<file path="config.mk">
export PLATFORM = sky130hd
export DESIGN_NAME = uart_tx_arbiter
export DESIGN_NICKNAME = d
export VERILOG_FILES = /design/src/rtl/uart_tx_arbiter.sv
export SDC_FILE = /design/constraint.sdc
export NUM_CORES = 1
export LEC_CHECK = 0
export CAP_MARGIN = 15
export CORE_MARGIN = 10
export CORE_UTILIZATION = 48
export CTS_BUF_LIST = sky130_fd_sc_hd__clkbuf_4 sky130_fd_sc_hd__clkbuf_8
export CTS_CLUSTER_SIZE = 25
export DETAILED_ROUTE_END_ITERATION = 10
export PLACE_DENSITY = 0.88
export SLEW_MARGIN = 5
export SYNTH_ARGS = -nofsm -noshare
export SYNTH_HDL_FRONTEND = slang
export SYNTH_SLANG_ARGS = --single-unit
</file>
<file path="constraint.sdc">
create_clock -name clk -period 3.8 [get_ports clk]
set_input_delay 1.14 -clock clk [delete_from_list [all_inputs] [get_ports clk]]
set_output_delay 1.14 -clock clk [all_outputs]
set_load 0.01 [all_outputs]
</file>
<file path="src/rtl/uart_tx_arbiter.sv">
// ============================================================================
// uart_tx_arbiter : round-robin sharing of one uart_tx among NUM_REQ sources
// Revision 1.0
// ============================================================================
`default_nettype none

module uart_tx_arbiter #(
  parameter int NUM_REQ = 4,
  parameter int TIMEOUT = 32
) (
  input  logic                       clk,
  input  logic                       rst,
  input  logic [NUM_REQ-1:0]         req,
  input  logic [8*NUM_REQ-1:0]       req_data,
  output logic [NUM_REQ-1:0]         ack,
  output logic                       tx_start,
  output logic [7:0]                 tx_data,
  input  logic                       tx_done,
  output logic                       busy,
  output logic [$clog2(NUM_REQ)-1:0] owner,
  output logic                       err
);

  localparam int IDX_W = $clog2(NUM_REQ);
  localparam int TMR_W = $clog2(TIMEOUT + 1);

  typedef enum logic [0:0] {
    IDLE = 1'b0,
    WAIT = 1'b1
  } state_t;

  state_t             state_q, state_d;
  logic [IDX_W-1:0]   last_q, last_d;
  logic [IDX_W-1:0]   owner_q, owner_d;
  logic [7:0]         tx_data_q, tx_data_d;
  logic [NUM_REQ-1:0] ack_q, ack_d;
  logic               tx_start_q, tx_start_d;
  logic               busy_q, busy_d;
  logic               err_q, err_d;
  logic [TMR_W-1:0]   timer_q, timer_d;

  logic [7:0]         req_byte [NUM_REQ];
  logic [IDX_W-1:0]   winner;
  logic [IDX_W-1:0]   cand;
  logic               found;

  for (genvar i = 0; i < NUM_REQ; i++) begin : g_bytes
    assign req_byte[i] = req_data[8*i +: 8];
  end

  // Scan offsets from farthest to nearest so the requester closest after
  // the last grant overwrites any earlier hit.
  always_comb begin
    found  = 1'b0;
    winner = '0;
    cand   = '0;
    for (int off = NUM_REQ; off > 0; off--) begin
      cand = IDX_W'((int'(last_q) + off) % NUM_REQ);
      if (req[cand]) begin
        found  = 1'b1;
        winner = cand;
      end
    end
  end

  always_comb begin
    state_d    = state_q;
    last_d     = last_q;
    owner_d    = owner_q;
    tx_data_d  = tx_data_q;
    busy_d     = busy_q;
    timer_d    = timer_q;
    ack_d      = '0;
    tx_start_d = 1'b0;
    err_d      = 1'b0;
    case (state_q)
      IDLE: begin
        if (found) begin
          tx_data_d  = req_byte[winner];
          owner_d    = winner;
          last_d     = winner;
          ack_d      = NUM_REQ'(1) << winner;
          tx_start_d = 1'b1;
          busy_d     = 1'b1;
          timer_d    = '0;
          state_d    = WAIT;
        end
      end
      WAIT: begin
        if (timer_q != TMR_W'(TIMEOUT)) begin
          timer_d = timer_q + 1'b1;
        end
        // tx_done has priority over a watchdog expiry on the same edge.
        if (tx_done) begin
          state_d = IDLE;
          busy_d  = 1'b0;
        end else if (timer_q == TMR_W'(TIMEOUT - 1)) begin
          err_d   = 1'b1;
          state_d = IDLE;
          busy_d  = 1'b0;
        end
      end
      default: begin
        state_d = IDLE;
        busy_d  = 1'b0;
      end
    endcase
  end

  always_ff @(posedge clk) begin
    if (rst) begin
      state_q    <= IDLE;
      last_q     <= IDX_W'(NUM_REQ - 1);
      owner_q    <= '0;
      tx_data_q  <= '0;
      ack_q      <= '0;
      tx_start_q <= 1'b0;
      busy_q     <= 1'b0;
      err_q      <= 1'b0;
      timer_q    <= '0;
    end else begin
      state_q    <= state_d;
      last_q     <= last_d;
      owner_q    <= owner_d;
      tx_data_q  <= tx_data_d;
      ack_q      <= ack_d;
      tx_start_q <= tx_start_d;
      busy_q     <= busy_d;
      err_q      <= err_d;
      timer_q    <= timer_d;
    end
  end

  assign ack      = ack_q;
  assign tx_start = tx_start_q;
  assign tx_data  = tx_data_q;
  assign busy     = busy_q;
  assign owner    = owner_q;
  assign err      = err_q;

endmodule

`default_nettype wire
</file>
After elaboration in Yosys (flattened, before gate mapping)

Index checks and enable logic that the tools add are counted.

Magnitude comparators: 5
Bitwise logic cells: 3
Equality and inequality tests: 5
Shifts and indexed selects: 1
Mux-type cells: 31
Add/subtract/negate cells: 5
Reduce and logical (&&, ||, !) cells: 6

Operators with widths:

| cell                  | count |
|---|---|
| $bmux W8 S2           | 1 |
| $mux W8               | 2 |
| $mux W1               | 15 |
| $lt A2 B3 Y1 const B  | 4 |
| $mux W6               | 2 |
| $pmux W6 S2           | 1 |
| $bmux W1 S2           | 4 |
| $mux W2               | 4 |
| $add A6 B1 Y6 const B | 1 |
| $eq A6 B5 Y1 const B  | 1 |
| $ne A6 B6 Y1 const B  | 1 |
| $reduce_and A2 Y1     | 3 |
| $reduce_or A3 Y1      | 2 |
| $add A2 B1 Y2 const B | 2 |
| $add A2 B2 Y2 const B | 2 |
| $pmux W1 S2           | 2 |
| $shl A1 B2 Y4 const A | 1 |
| $ge A3 B3 Y1 const B  | 1 |
| $ne A3 B2 Y1 const B  | 1 |
| $not A2 Y3            | 1 |
| $ne A2 B1 Y1 const B  | 1 |
| $ne A2 B2 Y1 const B  | 1 |
| $not A1 Y1            | 2 |
| $reduce_or A2 Y1      | 1 |

Logic and storage cells: 65
Flip-flop bits (word level): 26
Output and inout bits: 17

Logic depth before layout (Yosys ltp)

Depth after elaboration: 11
Mapped depth: 7
Depth with buffers taken out: 7

Least setup slack after synthesis

OpenSTA, ideal clock, no wires.

Path kind: input port to flip-flop
From: in req[2]
To: reg tx_data_q[1] (netlist: tx_data[1])
Path slack: 1.217 ns
Data arrival time: 2.466 ns
Path buffers: 2
Cell stages on the path: 7
Setup time: 0.116 ns
Cell sequence: and2b_1 -> o21ba_1 -> buf_6 -> nor3_4 -> buf_6 -> mux2_4 -> o211a_1

Word-level cells in the longest chain between the ends: 10
Elaborated cells on any way between the ends: 21
Classes of those cells: mux (19); bitwise (1); reduce/logical (1)

RTL lines:

| item                                       | RTL line | text |
|---|---|---|
| from (decl)                                | 13       | `input logic [NUM_REQ-1:0] req,` |
| $bmux W1 S2                                | 59       | `if (req[cand]) begin` |
| $mux W1 (not written as such)              | 59       |  |
| $mux W2 (4 in a row)                       | 59       |  |
| $not A2 Y3 (not written as such)           | 79       | `tx_data_d = req_byte[winner];` |
| $bmux W8 S2                                | 79       |  |
| $mux W8 (not written as such) (2 in a row) | 79       |  |
| to (signal assigned)                       | 125      | `tx_data_q <= tx_data_d;` |
| to (decl)                                  | 35       | `logic [7:0] tx_data_q, tx_data_d;` |

Several ways; a longest one is shown, not always the timed one. The select of a mux whose other input is x is not followed.
A chain may end at the register's enable or synchronous reset.

Worst setup path after layout

From: in req[2]
To: reg tx_data_q[3] (netlist: tx_data[3])

The elaborated chain is that of the path after synthesis.

==> impl_metrics.toml <==
[placement]
dp_hpwl_microns = 3470
gp_congestion = 0.904
port_buffers = 55
placed_area_sq_mm = 0.00198

[setup_path]
cp_max_fo = 7
start_kind = "input port"
reg2regPathDepth = 6
reg2reg_from = "last_q[0]"
r2r_end = "tx_data[3]"
crit_family = "buffers and inverters"
max_stage_delay_ns = 0.51
ff2ff_setup_slack_ns = 1.80
path_cells = "clkdlybuf4s50_1 > and2b_1 > o21ba_1 > nor3_4 > buf_4 > mux2_4 > o211a_1"
cp.required_ns = 4.06
cpMaxStageDelayCell = "clkdlybuf4s50_1"
crit_type = "input port to flip-flop"
crit_arrival_ns = 3.27
end_kind = "flip-flop"
cp.depth = 7
cp_num_buf_inv = 2

[cts]
cts_tree = "built"
insertion_delay_ns = 0.34
cts_inserted_buffers = 3
post_cts_buffers = 0
postCtsHoldBufs = 0
cts_sinks = 26
cts_max_level = 1
cts_buffer_depth = 2
clockRootBuffer = "clkbuf_4"
cts_resized = 0
path_clk_slew_ns = 0.16

[timing]
fin_setup_tns_ns = 0
max_slew_margin = 0.531
final-setup-viol-count = 0
tightestPinTransition_ns = 0.698
finClkSkew_ns = 0.0228
fmax_ghz = 0.333
rsz0062_at_grt = "no"
finalMaxSlewViolations = 0
period_needed_ns = 3.01
hold_violations = 0
finalCritPeriodShare = 0.791

[synthesis]
async_flop_share = 0
synth_common_cells = "dfxtp_1, nor2_1, a21oi_1, a31oi_1, nand2b_1"
synth-edff-count = 0
synth-seq-area-share = 0.364
synth.area.top_cells = "dfxtp_1, nor2_1, o211a_1, mux2_4, o211ai_1"
syn_nets = 193
yosysTopAreaCellShare = 0.364
ys_ff_latch = 26
syn_area_per_cell_sq_um = 9.41
synth_cells = 152
netlist_area_sq_mm = 0.00143
synth.most_common_cell = "dfxtp_1"
synthDistinctLibCells = 45
yosysWarnings = 0
synth_top_area_cell = "dfxtp_1"
ys.flop_type = "dfxtp_1"

[floorplanning]
initial_utilization = 0.510
dieArea_sq_mm = 0.00556
coreArea_sq_mm = 0.00281
rows = 19
dieHeight_microns = 74.6
top_level_ports = 56
die_w_microns = 74.6

[grt]
grt_util_all_layers = 0.156
first_global_vias = 1362
grt_max_degree = 24
grt_pass1_wl_microns = 6830
overflow = 0
antenna_found_initial = 0

[hold_path]
hold_end = "owner[0]"
holdPathStages = 2
hold_class = "flip-flop to flip-flop"
min_from = "owner[0]"

[power]
leakage_uw = 0.000837
power_density_mw_per_mm2 = 362
ir_worst_vdd_mv = 0.315

[route]
drc = 0
vias = 1397
wl_microns = 4280
post_drt_wl_per_cell_microns = 18.1
drtAntennaViolNets = 0
vias_per_cell = 5.89
drt-initial-drc-count = 107
first_pass_iters = 4

[layout]
syn2layout_area_growth_pct = 42.4
drive_above_1_share = 0.0874
finalNetCount = 248
post-route-cell-area_sq_mm = 0.00204
antenna_cells = 0

[status]
status = "finished clean"

[job]
max-cap-violations = 0
flip-flops by register name, indices dropped and copies added, names as in the netlist:
signal	count
err	1
last_q	2
tx_data	8
timer_q	6
owner	2
busy	1
state_q	1
ack	4
tx_start	1
cell usage in the layout, fill, tap and decap left out, drive strengths merged, types with 3 or more instances in the layout:
cell type,n
clkdlybuf4s50,55
o21ai,4
nor2,19
clkbuf,3
nand3b,3
dfxtp,26
o211a,6
a21oi,7
or2b,4
nor3,4
mux2,6
o211ai,6
o31ai,7
a31oi,7
mux2i,4
nand2b,7
nand3,3
area by class of cell:
type / instances / area, sq um
multi-input combinational: 117 / 852
inverter: 2 / 7.51
timing repair buffer: 57 / 566
fill: 206 / 768
sequential: 26 / 520
tap: 31 / 38.8
clock inverter: 1 / 30.0
clock buffer: 3 / 22.5
where the power goes:
part	internal [uW]	switching, uW
sequential	297	17.8
combinational	128	101
clock	107	87.4
total	532	206
worst min-delay path: cells and delay by family (launching register included):
kind             cells  cell delay [ns]
AND/OR/NAND/NOR      2             0.13
flip-flops           1             0.34
stage by stage:
| step | hold slack (ns) | cells | total power [uW] | util | setup WS [ns] |
|---|---|---|---|---|---|
| 5_1_grt | 0.516 | 237 | 774 | 0.726 | 0.720 |
| 6_report | 0.501 | 237 | 738 | 0.726 | 0.794 |
| 2_1_floorplan | 0.474 | 152 | 445 | - | 1.22 |
| 3_5_place_dp | 0.482 | 233 | 549 | 0.707 | 0.449 |
| 4_1_cts | 0.505 | 237 | 741 | 0.726 | 0.814 |
| 3_3_place_gp | 0.467 | 233 | 541 | 0.707 | 0.519 |
per-layer routing:
metal | wire length, microns | global-route usage
met1 | 1680 | 0.167
met2 | 2140 | 0.276
met3 | 380 | 0.0465
met4 | 89 | 0.0714
met5 | 0 | 0
worst max-delay path by stage:
stage          slack (ns)    from         end
4_1_cts              0.81  req[2]  tx_data[3]
3_5_place_dp         0.45  req[2]  tx_data[3]
5_1_grt              0.72  req[1]  tx_data[3]
2_1_floorplan        1.22  req[2]  tx_data[1]
3_3_place_gp         0.52  req[2]  tx_data[3]
6_report             0.79  req[2]  tx_data[3]
cell families after synthesis:
logic type	count (synthesis)	synth area share
multiplexers	10	0.0857
adder cells (fa/ha/maj)	2	0.0175
AO/OA/AOI/OAI	50	0.265
AND/OR/NAND/NOR	54	0.221
buffers and inverters	9	0.0402
flip-flops	26	0.364
XOR/XNOR	1	0.00613
Note: power is estimated with default switching activity, not from simulation.
